===== src/rtl/jtglfgreat_adc_pkg.sv =====
// Shared definitions for the ADC0834-style serial converter model:
// FSM encoding, field widths and mux-address bit positions.
package jtglfgreat_adc_pkg;

    typedef enum logic [2:0] {
        ST_IDLE,
        ST_START,
        ST_ADDR,
        ST_NULL,
        ST_MSB,
        ST_LSB,
        ST_DONE
    } adc_state_t;

    localparam int ADDR_BITS = 3;
    localparam int DATA_BITS = 8;

    // Mux address bits in shift order: SGL arrives first and ends up on top.
    localparam int POS_SGL  = 2;
    localparam int POS_ODD  = 1;
    localparam int POS_SEL1 = 0;

endpackage


===== src/rtl/jtglfgreat_adc_mux.sv =====
// Channel select for the converter: single-ended pick or saturating
// differential subtract between an even/odd channel pair.
module jtglfgreat_adc_mux
    import jtglfgreat_adc_pkg::*;
#(
    parameter int DIFF_EN = 1
) (
    input  logic [ADDR_BITS-1:0] i_addr,
    input  logic [DATA_BITS-1:0] i_ch0,
    input  logic [DATA_BITS-1:0] i_ch1,
    input  logic [DATA_BITS-1:0] i_ch2,
    input  logic [DATA_BITS-1:0] i_ch3,
    output logic [DATA_BITS-1:0] o_result
);

    logic                 w_sgl;
    logic [DATA_BITS-1:0] w_single;
    logic [DATA_BITS-1:0] w_even;
    logic [DATA_BITS-1:0] w_odd;
    logic [DATA_BITS:0]   w_diff;

    assign w_sgl = (DIFF_EN == 0) ? 1'b1 : i_addr[POS_SGL];

    always_comb begin
        w_single = i_ch0;
        case ({i_addr[POS_SEL1], i_addr[POS_ODD]})
            2'd0:    w_single = i_ch0;
            2'd1:    w_single = i_ch1;
            2'd2:    w_single = i_ch2;
            default: w_single = i_ch3;
        endcase
    end

    assign w_even = i_addr[POS_SEL1] ? i_ch2 : i_ch0;
    assign w_odd  = i_addr[POS_SEL1] ? i_ch3 : i_ch1;

    // Extra bit catches the borrow so a negative difference clamps to zero.
    assign w_diff = i_addr[POS_ODD] ? ({1'b0, w_odd}  - {1'b0, w_even})
                                    : ({1'b0, w_even} - {1'b0, w_odd});

    assign o_result = w_sgl      ? w_single :
                      w_diff[DATA_BITS] ? '0 : w_diff[DATA_BITS-1:0];

endmodule


===== src/rtl/jtglfgreat_adc.sv =====
// ADC0834-class serial A/D emulation: synchronises the CPU-driven pins,
// decodes the mux address and shifts the latched sample out on dout.
module jtglfgreat_adc
    import jtglfgreat_adc_pkg::*;
#(
    parameter logic IDLE_DO = 1'b1,
    parameter int   DIFF_EN = 1
) (
    input  logic                 rst,
    input  logic                 clk,
    input  logic                 adc_cs_n,
    input  logic                 adc_sclk,
    input  logic                 adc_di,
    input  logic [DATA_BITS-1:0] ch0,
    input  logic [DATA_BITS-1:0] ch1,
    input  logic [DATA_BITS-1:0] ch2,
    input  logic [DATA_BITS-1:0] ch3,
    output logic                 dout
);

    logic                 r_cs_n;
    logic                 r_sclk;
    logic                 r_sclk_d;
    logic                 r_di;

    adc_state_t           r_state,    w_state_nx;
    logic [ADDR_BITS-1:0] r_addr,     w_addr_nx;
    logic [1:0]           r_addr_cnt, w_addr_cnt_nx;
    logic [2:0]           r_bit_cnt,  w_bit_cnt_nx;
    logic [DATA_BITS-1:0] r_result,   w_result_nx;
    logic                 r_dout,     w_dout_nx;

    logic                 w_rise;
    logic                 w_fall;
    logic [ADDR_BITS-1:0] w_addr_shift;
    logic [DATA_BITS-1:0] w_mux_result;

    always_ff @(posedge clk or posedge rst) begin
        if (rst) begin
            r_cs_n   <= 1'b1;
            r_sclk   <= 1'b0;
            r_sclk_d <= 1'b0;
            r_di     <= 1'b0;
        end else begin
            r_cs_n   <= adc_cs_n;
            r_sclk   <= adc_sclk;
            r_sclk_d <= r_sclk;
            r_di     <= adc_di;
        end
    end

    assign w_rise       = r_sclk & ~r_sclk_d;
    assign w_fall       = ~r_sclk & r_sclk_d;
    assign w_addr_shift = {r_addr[ADDR_BITS-2:0], r_di};

    // Fed with the address as it will look after this edge's shift, so the
    // sample is captured on the same cycle as the third address bit.
    jtglfgreat_adc_mux #(
        .DIFF_EN (DIFF_EN)
    ) u_mux (
        .i_addr   (w_addr_shift),
        .i_ch0    (ch0),
        .i_ch1    (ch1),
        .i_ch2    (ch2),
        .i_ch3    (ch3),
        .o_result (w_mux_result)
    );

    always_comb begin
        w_state_nx    = r_state;
        w_addr_nx     = r_addr;
        w_addr_cnt_nx = r_addr_cnt;
        w_bit_cnt_nx  = r_bit_cnt;
        w_result_nx   = r_result;
        w_dout_nx     = r_dout;

        if (r_cs_n) begin
            w_state_nx = ST_IDLE;
            w_dout_nx  = IDLE_DO;
        end else begin
            case (r_state)
                ST_IDLE: begin
                    w_state_nx = ST_START;
                    w_dout_nx  = 1'b0;
                end
                ST_START: begin
                    w_dout_nx = 1'b0;
                    if (w_rise && r_di) begin
                        w_state_nx    = ST_ADDR;
                        w_addr_nx     = '0;
                        w_addr_cnt_nx = '0;
                    end
                end
                ST_ADDR: begin
                    if (w_rise) begin
                        w_addr_nx = w_addr_shift;
                        if (r_addr_cnt == 2'(ADDR_BITS - 1)) begin
                            w_result_nx = w_mux_result;
                            w_state_nx  = ST_NULL;
                        end else begin
                            w_addr_cnt_nx = r_addr_cnt + 2'd1;
                        end
                    end
                end
                ST_NULL: begin
                    if (w_fall) begin
                        w_dout_nx    = 1'b0;
                        w_bit_cnt_nx = 3'(DATA_BITS - 1);
                        w_state_nx   = ST_MSB;
                    end
                end
                ST_MSB: begin
                    if (w_fall) begin
                        w_dout_nx = r_result[r_bit_cnt];
                        if (r_bit_cnt == 3'd0) begin
                            w_bit_cnt_nx = 3'd1;
                            w_state_nx   = ST_LSB;
                        end else begin
                            w_bit_cnt_nx = r_bit_cnt - 3'd1;
                        end
                    end
                end
                ST_LSB: begin
                    if (w_fall) begin
                        w_dout_nx = r_result[r_bit_cnt];
                        if (r_bit_cnt == 3'(DATA_BITS - 1)) begin
                            w_state_nx = ST_DONE;
                        end else begin
                            w_bit_cnt_nx = r_bit_cnt + 3'd1;
                        end
                    end
                end
                ST_DONE: begin
                    if (w_fall) begin
                        w_dout_nx = 1'b0;
                    end
                end
                default: begin
                    w_state_nx = ST_IDLE;
                    w_dout_nx  = IDLE_DO;
                end
            endcase
        end
    end

    always_ff @(posedge clk or posedge rst) begin
        if (rst) begin
            r_state    <= ST_IDLE;
            r_addr     <= '0;
            r_addr_cnt <= '0;
            r_bit_cnt  <= '0;
            r_result   <= '0;
            r_dout     <= IDLE_DO;
        end else begin
            r_state    <= w_state_nx;
            r_addr     <= w_addr_nx;
            r_addr_cnt <= w_addr_cnt_nx;
            r_bit_cnt  <= w_bit_cnt_nx;
            r_result   <= w_result_nx;
            r_dout     <= w_dout_nx;
        end
    end

    assign dout = r_dout;

endmodule

===== config.mk =====
export PLATFORM = sky130hd
export DESIGN_NAME = jtglfgreat_adc
export DESIGN_NICKNAME = d
export VERILOG_FILES = /design/src/rtl/jtglfgreat_adc_pkg.sv /design/src/rtl/jtglfgreat_adc_mux.sv /design/src/rtl/jtglfgreat_adc.sv
export SDC_FILE = /design/constraint.sdc
export NUM_CORES = 1
export LEC_CHECK = 0
export BUFFER_PORTS_ARGS = -buffer_cell sky130_fd_sc_hd__clkbuf_2
export CAP_MARGIN = 20
export CORE_UTILIZATION = 55
export DETAILED_ROUTE_END_ITERATION = 10
export PLACE_DENSITY = 0.86
export RECOVER_POWER = 50
export SETUP_SLACK_MARGIN = 0.15
export SLEW_MARGIN = 40
export SYNTH_ARGS = -nofsm -noshare
export SYNTH_HDL_FRONTEND = slang
export SYNTH_SLANG_ARGS = --single-unit
export TNS_END_PERCENT = 10

===== constraint.sdc =====
create_clock -name clk -period 3.5 [get_ports clk]
set_input_delay 0.35 -clock clk [delete_from_list [all_inputs] [get_ports clk]]
set_output_delay 0.35 -clock clk [all_outputs]
set_load 0.02 [all_outputs]

==> results.json <==
{
  "skew_ps": 9.00,
  "syn_avg_cell_area_um2": 8.97,
  "grt_max_degree": 24,
  "htreeDepth": 1,
  "reg2reg_slack_ps": 500,
  "crit_arrival_ps": 3210,
  "seq_power_share": 0.358,
  "dr_wl_met3_um": 158,
  "vias_per_cell": 5.66,
  "endpoint": "r_result[6]",
  "min_period_ps": 3000,
  "whs_ps": 161,
  "rr_worst_depth": 11,
  "cp_max_fo": 11,
  "cts_hold_buf": 0,
  "maxCapViolations": 0,
  "num_rows": 23,
  "placedCellCount": 334,
  "clk_pin_slew_ps": 80,
  "cts_resized": 0,
  "grt_pass1_wl_mm": 7.84,
  "peakVddDrop_uv": 223,
  "wl_met2_mm": 2.14,
  "crit_start": "r_di",
  "critical_path_class": "reg2reg",
  "tns_ps": 0,
  "drt_iter0_drc": 72,
  "start_kind": "register",
  "cts_setup_buffers": 0,
  "pin_count": 38,
  "place_hpwl_mm": 3.45,
  "cts_buffers": 3,
  "fin_crit_sh": 0.857,
  "slew_viol_final": 0,
  "cp-end-kind": "register",
  "yosysTopAreaCell": "dfrtp_1",
  "met1Wirelength_mm": 2.12,
  "r2r_end": "r_result[6]",
  "port_buffers": 37,
  "detail-route-antenna-nets": 0,
  "wire_per_inst_um": 13.2,
  "final_hold_viol_count": 0,
  "synth_area_um2": 2300,
  "cp.required_ps": 3710,
  "worstSkewPairLatency_ps": 270,
  "clock_sinks": 23,
  "max_freq_mhz": 333,
  "syn_inst": 256,
  "p_switching_w": 0.000469,
  "p_int_w": 0.000653,
  "final_nets": 351,
  "yosys.area.top_type_share": 0.229,
  "p_comb_frac": 0.497,
  "root_buffer": "clkbuf_8",
  "status": "finished, final reports clean",
  "synth_nets": 318,
  "swShare": 0.418,
  "seqCellArea_um2": 578,
  "grt_overflow": 0,
  "antenna_found_initial": 0,
  "core_area_um2": 4000,
  "die_w_um": 66.6,
  "dieArea_um2": 4440,
  "via_count": 1913,
  "finalPower_w": 0.00112,
  "initial_core_util": 0.574,
  "multi_input_area_um2": 1540,
  "p_leak_nw": 1.20,
  "synthTopCellsByArea": "dfrtp_1, ha_1, mux2i_1",
  "cts_tree": "done",
  "synthFlopType": "dfrtp_1",
  "slew_headroom": 0.422,
  "synth_cell_types": 53,
  "stdcell_count": 338,
  "setup_violations": 0,
  "layout_commonest_cell": "clkbuf_2",
  "final_cell_mix": "clkbuf_2, inv_1, a21oi_1",
  "place_area_um2": 2480,
  "drc": 0,
  "yosysSeqAreaShare": 0.252,
  "antennaDiodeCount": 0,
  "place_congestion": 0.842,
  "dr.max_layer_used": "met4",
  "syn_to_final_growth_pct": 10.2,
  "synth_warnings": 0,
  "r2r_start": "r_di",
  "synth_seq_cells": 23,
  "dr.pass1.iters": 4,
  "rsz0062_at_grt": "no",
  "p_per_area_nw_per_um2": 443,
  "design_area_um2": 2530,
  "n_fill_cell": 328,
  "clockBufferDepth": 2,
  "async_flop_share": 1.00,
  "layout-drive-gt1-share": 0.240,
  "synth_edf_count": 0,
  "wl_mm": 4.45,
  "clkPwrFrac": 0.146,
  "hp-class": "in2reg",
  "tightest_slew_ps": 867,
  "grt.total_usage": 0.225,
  "die_y_um": 66.6,
  "grt_pass1_vias": 1866
}
## critical path: stages (launching register included)
cell and delay (ps):
dfrtp_1 370, buf_4 220, mux2i_1 360, ha_1 210, inv_1 50, fa_1 360, mux2i_1 370, o221ai_4 180
a31oi_1 210, xor2_1 90, o311ai_0 330, o21a_1 180
## Yosys cell counts, types with 2 or more instances
master,n
fa_1,2
dfrtp_1,21
nand2b_1,6
a211oi_1,6
mux4_2,2
a21oi_1,25
buf_2,3
nor3_2,2
o21a_1,2
mux2i_1,15
nor3_1,4
dfstp_2,2
mux2_2,10
clkbuf_1,3
o21ai_0,9
nand3b_1,6
a22oi_1,5
xor2_1,2
inv_1,27
a21o_1,2
o211ai_1,3
nor2_1,19
nand3_1,6
ha_1,23
clkbuf_8,2
a31oi_1,4
nand2_1,15
nor2b_1,3
xnor2_1,3
## metrics by stage
| step | setup slack (ps) | utilization |
|---|---|---|
| after floorplan | 544 | - |
| after global placement | 683 | 0.620 |
| after detailed placement | 532 | 0.620 |
| after CTS | 497 | 0.631 |
| after global routing | 239 | 0.633 |
| final | 501 | 0.633 |
## kinds of logic (layout without fill, tap and decap cells)
| group | count (synthesis) | in the layout | synth area share |
|---|---|---|---|
| buf+inv | 39 | 71 | 0.0828 |
| compound gates | 68 | 68 | 0.210 |
| simple gates | 69 | 69 | 0.160 |
| mux | 27 | 27 | 0.134 |
| flops | 23 | 23 | 0.252 |
| xor+xnor | 5 | 5 | 0.0191 |
| fa+ha+maj | 25 | 25 | 0.143 |
## worst min path at each step
stage | start | endpoint | slack [ps] | depth (start not counted)
after floorplan | rst | r_addr[0] | 350 | 1
after global placement | adc_cs_n | r_cs_n | 440 | 1
after detailed placement | rst | r_sclk | 380 | 2
after CTS | rst | r_state[1] | 90 | 2
after global routing | adc_cs_n | r_cs_n | 160 | 1
final | adc_cs_n | r_cs_n | 160 | 1
## routing by layer
| metal | track usage | vias to the layer above |
|---|---|---|
| met5 | 0 | - |
| met2 | 0.384 | 47 |
| met4 | 0.0452 | 0 |
| met1 | 0.294 | 897 |
| met3 | 0.0428 | 4 |
| li1 | - | 965 |
## sequential cells by signal (all words and copies together), names as in the netlist
register / count
r_sclk_d: 1
r_state: 3
r_addr_cnt: 2
r_addr: 2
r_result: 8
r_di: 1
r_sclk: 1
r_cs_n: 1
r_bit_cnt: 3
dout: 1
## final cells by class
class / instances / area share
Multi-Input combinational cell: 194 / 0.607
Clock buffer: 3 / 0.0163
Sequential cell: 23 / 0.228
Inverter: 27 / 0.0400
Timing Repair Buffer: 40 / 0.0821
Tap cell: 50 / 0.0247
Clock inverter: 1 / 0.00198
## power by group through the flow
stage / clock network (W) / registers (W) / logic, W
after floorplan: 0 / 0.000350 / 0.000507
after global placement: 0 / 0.000402 / 0.000530
after detailed placement: 0 / 0.000406 / 0.000547
after CTS: 0.000169 / 0.000400 / 0.000554
after global routing: 0.000179 / 0.000414 / 0.000633
final: 0.000163 / 0.000402 / 0.000558
No activity file was read; power rests on OpenSTA's default activity.
